[config.mk]
export PLATFORM = sky130hd
export DESIGN_NAME = cpu_io_responder
export DESIGN_NICKNAME = d
export VERILOG_FILES = /design/src/rtl/cpu_io_responder.sv
export SDC_FILE = /design/constraint.sdc
export NUM_CORES = 1
export LEC_CHECK = 0
export BUFFER_PORTS_ARGS = -buffer_cell sky130_fd_sc_hd__buf_2
export CORE_ASPECT_RATIO = 2
export CORE_MARGIN = 2
export CORE_UTILIZATION = 55
export CTS_BUF_LIST = sky130_fd_sc_hd__clkbuf_4 sky130_fd_sc_hd__clkbuf_8
export CTS_CLUSTER_SIZE = 40
export DETAILED_ROUTE_END_ITERATION = 10
export GPL_TIMING_DRIVEN = 0
export HOLD_SLACK_MARGIN = 0.03
export PLACE_DENSITY_LB_ADDON = 0.05
export SETUP_SLACK_MARGIN = 0.3
export SYNTH_ARGS = -nofsm -noshare
export SYNTH_HDL_FRONTEND = slang
export SYNTH_SLANG_ARGS = --single-unit
[constraint.sdc]
create_clock -name CPU_clock -period 7.2 [get_ports CPU_clock]
set_input_delay 0.36 -clock CPU_clock [delete_from_list [all_inputs] [get_ports CPU_clock]]
set_output_delay 0.36 -clock CPU_clock [all_outputs]
set_load 0.01 [all_outputs]
[src/rtl/cpu_io_responder.sv]
// Device-side responder for the CPU OUT/IN port: decodes device writes into GPIO, TX FIFO,
// interrupt mask/clear and read-select registers, and returns a registered read word plus ITR.
module cpu_io_responder #(
  parameter int FIFO_DEPTH = 8,
  parameter int FIFO_AW    = 3
) (
  input  logic        CPU_clock,
  input  logic        CPU_reset,
  input  logic [15:0] OUT_DEVICE,
  input  logic [15:0] OUT_DATA,
  output logic [15:0] IN_DATA,
  output logic        ITR,
  input  logic [15:0] GPIO_IN,
  output logic [15:0] GPIO_OUT,
  output logic [15:0] TX_DATA,
  output logic        TX_VALID,
  input  logic        TX_READY
);

  localparam logic [FIFO_AW:0] DEPTH_C = (FIFO_AW + 1)'(FIFO_DEPTH);

  logic [15:0]        mem [FIFO_DEPTH];
  logic [FIFO_AW-1:0] wr_ptr, rd_ptr;
  logic [FIFO_AW:0]   count;
  logic [2:0]         mask, pending;
  logic [1:0]         in_sel;
  logic [15:0]        s1, s2, s3;

  logic        full, empty, pop, push_req, push_ok;
  logic [2:0]  set_bits, clr_bits;
  logic [3:0]  count4;
  logic [15:0] status, in_next;

  // TX handshake: an entry transfers on every edge where TX_VALID and TX_READY are both high;
  // TX_VALID/TX_DATA come straight from registers and hold until that transfer.
  assign full     = (count == DEPTH_C);
  assign empty    = (count == '0);
  assign TX_VALID = !empty;
  assign TX_DATA  = mem[rd_ptr];
  assign pop      = TX_VALID && TX_READY;
  assign push_req = (OUT_DEVICE == 16'd2);
  // A full FIFO can still take a push when the head leaves on the same edge.
  assign push_ok  = push_req && (!full || pop);

  assign set_bits = {(count == (FIFO_AW + 1)'(1)) && pop && !push_ok,
                     push_req && !push_ok,
                     s2 != s3};
  assign clr_bits = (OUT_DEVICE == 16'd4) ? OUT_DATA[2:0] : 3'b000;

  assign count4 = 4'(count);
  assign status = {4'b0000, count4, full, empty, mask, pending};

  always_comb begin
    in_next = s3;
    unique case (in_sel)
      2'd0: in_next = s3;
      2'd1: in_next = status;
      2'd2: in_next = GPIO_OUT;
      2'd3: in_next = TX_DATA;
      default: in_next = s3;
    endcase
  end

  always_ff @(posedge CPU_clock or posedge CPU_reset) begin
    if (CPU_reset) begin
      wr_ptr <= '0;
      rd_ptr <= '0;
      count  <= '0;
      for (int i = 0; i < FIFO_DEPTH; i++) mem[i] <= '0;
    end else begin
      if (push_ok) begin
        mem[wr_ptr] <= OUT_DATA;
        wr_ptr      <= wr_ptr + FIFO_AW'(1);
      end
      if (pop) rd_ptr <= rd_ptr + FIFO_AW'(1);
      if (push_ok && !pop)      count <= count + (FIFO_AW + 1)'(1);
      else if (pop && !push_ok) count <= count - (FIFO_AW + 1)'(1);
    end
  end

  always_ff @(posedge CPU_clock or posedge CPU_reset) begin
    if (CPU_reset) begin
      GPIO_OUT <= '0;
      mask     <= '0;
      in_sel   <= '0;
      pending  <= '0;
      ITR      <= 1'b0;
      IN_DATA  <= '0;
      s1       <= '0;
      s2       <= '0;
      s3       <= '0;
    end else begin
      if (OUT_DEVICE == 16'd1) GPIO_OUT <= OUT_DATA;
      if (OUT_DEVICE == 16'd3) mask     <= OUT_DATA[2:0];
      if (OUT_DEVICE == 16'd5) in_sel   <= OUT_DATA[1:0];
      // Set is OR-ed after the clear so a coincident event is never lost.
      pending <= (pending & ~clr_bits) | set_bits;
      ITR     <= |(pending & mask);
      IN_DATA <= in_next;
      s1      <= GPIO_IN;
      s2      <= s1;
      s3      <= s2;
    end
  end

endmodule

Word level (Yosys, flattened, before mapping)
Cells that the tools add are included.

Register bits: 227. Output and inout port bits: 50.

$lt $le $gt $ge: 3. Bitwise logic cells: 6. Multiplexer cells: 10. $add $sub $neg: 4. Reductions and logical operators: 17. Eq/ne operators: 11.

Operators by type and width (count): bitwise mux 128 bit (1); one-hot mux 16 bit (4 select lines) (1); binary-select mux 16 bit (select 3 bit) (1); demux 16 bit (select 3 bit) (1); 2-to-1 mux 16 bit (3); equality test 16 x 2 -> 1 bit, second input constant (2); equality test 16 x 3 -> 1 bit, second input constant (2); equality test 16 x 1 -> 1 bit, second input constant (1); != test 16 bit (1); >= comparator 4 bit, second input constant (2); logical AND 1 bit (8); 2-to-1 mux 4 bit (2); NOT 3 -> 4 bit (2); adder 3 x 1 -> 3 bit, second input constant (2); AND 3 bit (2); adder 4 x 1 -> 4 bit, second input constant (1); equality test 2 bit, second input constant (2); equality test 4 x 1 -> 1 bit, second input constant (1); equality test 4 bit, second input constant (1); logical NOT 1 bit (4); logical NOT 4 bit (1); less-than comparator 4 x 1 -> 1 bit, second input constant (1); subtractor 4 x 1 -> 4 bit, second input constant (1); 2-to-1 mux 3 bit (1); 7 further kinds (7).

Longest topological paths before layout
Word-level depth: 9. Gate-level depth with buffers: 10.

Worst setup path before layout
No wires, ideal clock.

Path kind: register to register. From: register rd_ptr[0]. To: register IN_DATA[10]. Setup time: 138 ps. Buffers on the path: 3. Data arrival time: 2502 ps. Period minus slack after synthesis: 2640 ps. Setup slack: 4560 ps. Stages on the path, launching flop included: 7. Cells stage by stage: dfrtp_1 > buf_2 > buf_1 > clkbuf_1 > mux4_2 > mux2_2 > mux4_2.

Cells in the longest elaborated chain, start to end: 5.

Ends and longest elaborated chain: from (decl) (line 23) `logic [FIFO_AW-1:0] wr_ptr, rd_ptr;`; from (signal assigned) (line 75) `if (pop) rd_ptr <= rd_ptr + FIFO_AW'(1);`; NOT 3 -> 4 bit (implied by the code) (line 39) `assign TX_DATA = mem[rd_ptr];`; binary-select mux 16 bit (select 3 bit) (line 39); 2-to-1 mux 16 bit (implied by the code) (2 in a row) (line 39); net TX_DATA[10] (line 15) `output logic [15:0] TX_DATA,`; one-hot mux 16 bit (4 select lines) (line 55) `unique case (in_sel)`; net in_next[10] (line 32) `logic [15:0] status, in_next;`; to (signal assigned) (line 99) `IN_DATA <= in_next;`; to (decl) (line 11) `output logic [15:0] IN_DATA,`.

The timed path passes the listed nets, and every way through them passes these cells. The select of a mux whose other input is x is not followed. A chain may end at the register's enable or synchronous reset.

Worst setup path in the final report
From: register rd_ptr[0]. To: output port TX_DATA[12].

Cells in the longest elaborated chain, start to end: 4.

Ends and longest elaborated chain (line): NOT 3 -> 4 bit (implied by the code) (39); binary-select mux 16 bit (select 3 bit) (39); 2-to-1 mux 16 bit (implied by the code) (2 in a row) (39); to (decl) (15).

Every way passes these cells. The select of a mux whose other input is x is not followed.

==> key figures <==
Clock tree
  • CTS Root Cell: clkbuf_8
  • Clk_lat worst skew: between 0.5 and 0.6 ns
  • CTS tree: yes
  • Clk sinks: about 230
  • CTS Buffer Depth: 3
  • Setup Buffers After CTS: 0
  • CTS buffer count: 34
  • Total number of H-tree levels: 2
  • Clock-pin slew of the registers on the worst-case setup and hold paths: about 0.07 ns

Routing
  • Routed WL per cell: around 24 um
  • Drt total wl: 22.9 mm
  • Number of DRC markers in iteration 0: 140
  • ANT nets after route: 0
  • Pre-Repair DR Iteration Count: 4
  • Total number of vias: between 5000 and 6000
  • DRC Markers: 0
  • Vias per cell: around 5.9

Worst hold path
  • Min-delay worst type: in2reg

Power
  • Design Power: 0.00284 W
  • Leakage: between 5 and 6 nW
  • PD cells: between 200 and 300 nW/um^2
  • Maximum vdd drop: between 150 and 200 uV

Synthesis
  • Synth Net Count: 634
  • FF+latch count, synth: around 230
  • Distinct cells, synth: 40
  • Async S/R FF share, synth: 1.00
  • Number of synthesized flops with an enable pin: 0
  • Synthesized area per cell: between 15 and 20 um^2
  • Predominant post-synthesis flop cell: dfrtp_1
  • Synthesis Warnings: 0
  • Sequential fraction of the synthesis area: 0.593
  • Cell area after synthesis: 9580 um^2
  • Synth Instances: between 500 and 600

Cells and area
  • Commonest non-fill, non-tap cell in the layout: dfrtp_1
  • Filler Cell Count: between 1000 and 1500
  • FF+latch area: 5680 um^2
  • Area occupied by multi-input gates: 3670 um^2
  • Share of layout cells above drive strength 1: 0.533
  • Nets: between 700 and 800
  • Area Growth Syn to Fin: 17.4%
  • Commonest cells after routing, fill and taps aside: 227 x dfrtp_1, 167 x mux2_2, 106 x buf_2
  • Non-Filler Instances: 964

Floorplan
  • # rows: 68
  • Core box area: around 17000 um^2
  • Die height: roughly 190 um
  • Full die area: about 19000 um^2
  • Die Wd: 97.3 um
  • Starting Density: 0.557
  • IO Pins: between 100 and 150

STA
  • Min cycle time layout: about 3.9 ns
  • Worst Max-Slew Pin Slew: approximately 1.0 ns
  • Count of pins over their slew limit: 0
  • Final setup viols: 0
  • Fin crit share: 0.543
  • Fin. Hold Viols: 0
  • Final WS setup: about 3.3 ns
  • WHS: 0.169 ns
  • RSZ-0062 raised after global routing: false
  • Maximum clock frequency: roughly 260 MHz
  • Clock Skews: around 0.032 ns
  • Relative slew slack: 0.304

Worst setup path
  • Buf/Inv on CP: 4
  • CP endpoint kind: output port
  • Critical path peak fanout: 10
  • Max stage delay on crit path: approximately 0.80 ns
  • Most frequent CP cell: buf_2
  • Critical path, cell by cell: buf_2, buf_1, buf_2, mux4_2, mux2_2, buf_2
  • Cell family with most CP delay: buffers and inverters
  • WP data required: roughly 6.8 ns
  • CP max-delay cell: buf_1
  • Kind of critical path: reg2out
  • Startpoint type of the worst setup path: register
  • Critical path arrival: roughly 3.6 ns

Flow run
  • Max-cap violations: 0

Global routing
  • Largest net degree at the start of global routing: 128
  • Total gr overflow: 0
  • First-pass GRT wire length: ~35 mm
  • GRT Overall Usage: 0.253
  • Vias in the first global route: roughly 6200
  • Initial antenna violation count: 1

Place
  • HPWL reported at the end of detailed placement: 15.7 mm
  • Port bufs: 100
  • Dpl cells: roughly 890
  • RePlAce Congestion: approximately 0.79
  • Pre-CTS setup slack: ~3.6 ns

Outcome
  • Status: complete, no violations
what timing repair did:
| item | CTS | global route |
|---|---|---|
| resized for setup | 0 | 0 |
| endpoints found under the hold margin | 94 | 0 |
| setup endpoints to repair | 0 | 0 |
| hold buffers | 17 | 0 |
state kept, by name, indices dropped and copies added (netlist names):
register and flops:
ITR 1, pending 3, mask 3, mem 128, count 4, wr_ptr 3, in_sel 2, s1 16
s2 16, GPIO_OUT 16, rd_ptr 3, s3 16, IN_DATA 16
worst reg2reg max path: stages, from the launching register on:
cell and delay, ns:
dfrtp_1 0.35, buf_2 0.27, buf_1 0.81, clkbuf_1 0.70
mux4_2 0.42, mux2_2 0.33, mux4_2 0.49
metal layers:
layer,up-vias,track usage,share of wire
met3,57,0.0462,0.048
met2,183,0.457,0.54
met5,-,0,0
met4,0,0.105,0.038
li1,2447,-,-
met1,2998,0.296,0.38
cell type report:
| type | count | area share |
|---|---|---|
| sequential | 227 | 0.505 |
| multi-input combinational | 310 | 0.326 |
| timing repair buffer | 118 | 0.0621 |
| clock buffer | 55 | 0.0601 |
| tap | 210 | 0.0234 |
| buffer | 33 | 0.0181 |
| inverter | 7 | 0.00300 |
| clock inverter | 3 | 0.00156 |
| antenna | 1 | 0.000223 |
power breakdown:
part	switching [W]	internal (W)	leakage, nW
Sequential	0.0000397	0.00132	3.00
Clock	0.000469	0.000592	0.370
Combinational	0.000252	0.000166	2.20
cell usage after synthesis (5+ instances only):
cell        n  area (um^2)
buf_2       6         30.0
nor4_1      7         43.8
dfrtp_1   227         5680
xor2_1     19          166
xnor2_1     5         43.8
clkbuf_1   10         37.5
ha_1        6         75.1
nand3_1     9         45.0
inv_1       7         26.3
mux2i_1     5         50.1
mux4_2     44          991
nor2_1      5         18.8
mux2_2    167         1880
buf_4       5         37.5
nand2_1     5         18.8
buf_6       7         78.8
o21ai_0     5         25.0
through the flow:
stage | instance area (um^2) | setup TNS, ns | util
after global placement | 10300 | -268.28 | 0.602
after floorplan | 9580 | 0 | -
after CTS | 11200 | 0 | 0.654
final | 11200 | 0 | 0.654
after detailed placement | 10400 | 0 | 0.604
after global routing | 11200 | 0 | 0.654
path summary, 6_finish.rpt:
check | start | end | slack, ns | depth (start not counted)
worst max-delay path | rd_ptr[0] | TX_DATA[12] | 3.29 | 6
worst max register to register | rd_ptr[0] | IN_DATA[9] | 3.69 | 6
worst min-delay path | OUT_DATA[1] | GPIO_OUT[1] | 0.17 | 2
max in group asynchronous | CPU_reset | s3[0] | 5.60 | 4
worst min register to register | s1[6] | s2[6] | 0.35 | 0
min in group asynchronous | CPU_reset | mem[60] | 0.52 | 3
kinds of logic (layout without fill, tap and decap cells):
logic type,after synthesis,in the layout,synth area share
compound gates,10,10,0.00692
xor+xnor,24,24,0.0219
fa+ha+maj,6,6,0.00784
buf+inv,40,216,0.0240
flops,227,227,0.593
mux,216,216,0.305
other cells,0,1,0
simple gates,54,54,0.0414
Note: power is estimated with default switching activity, not from simulation.
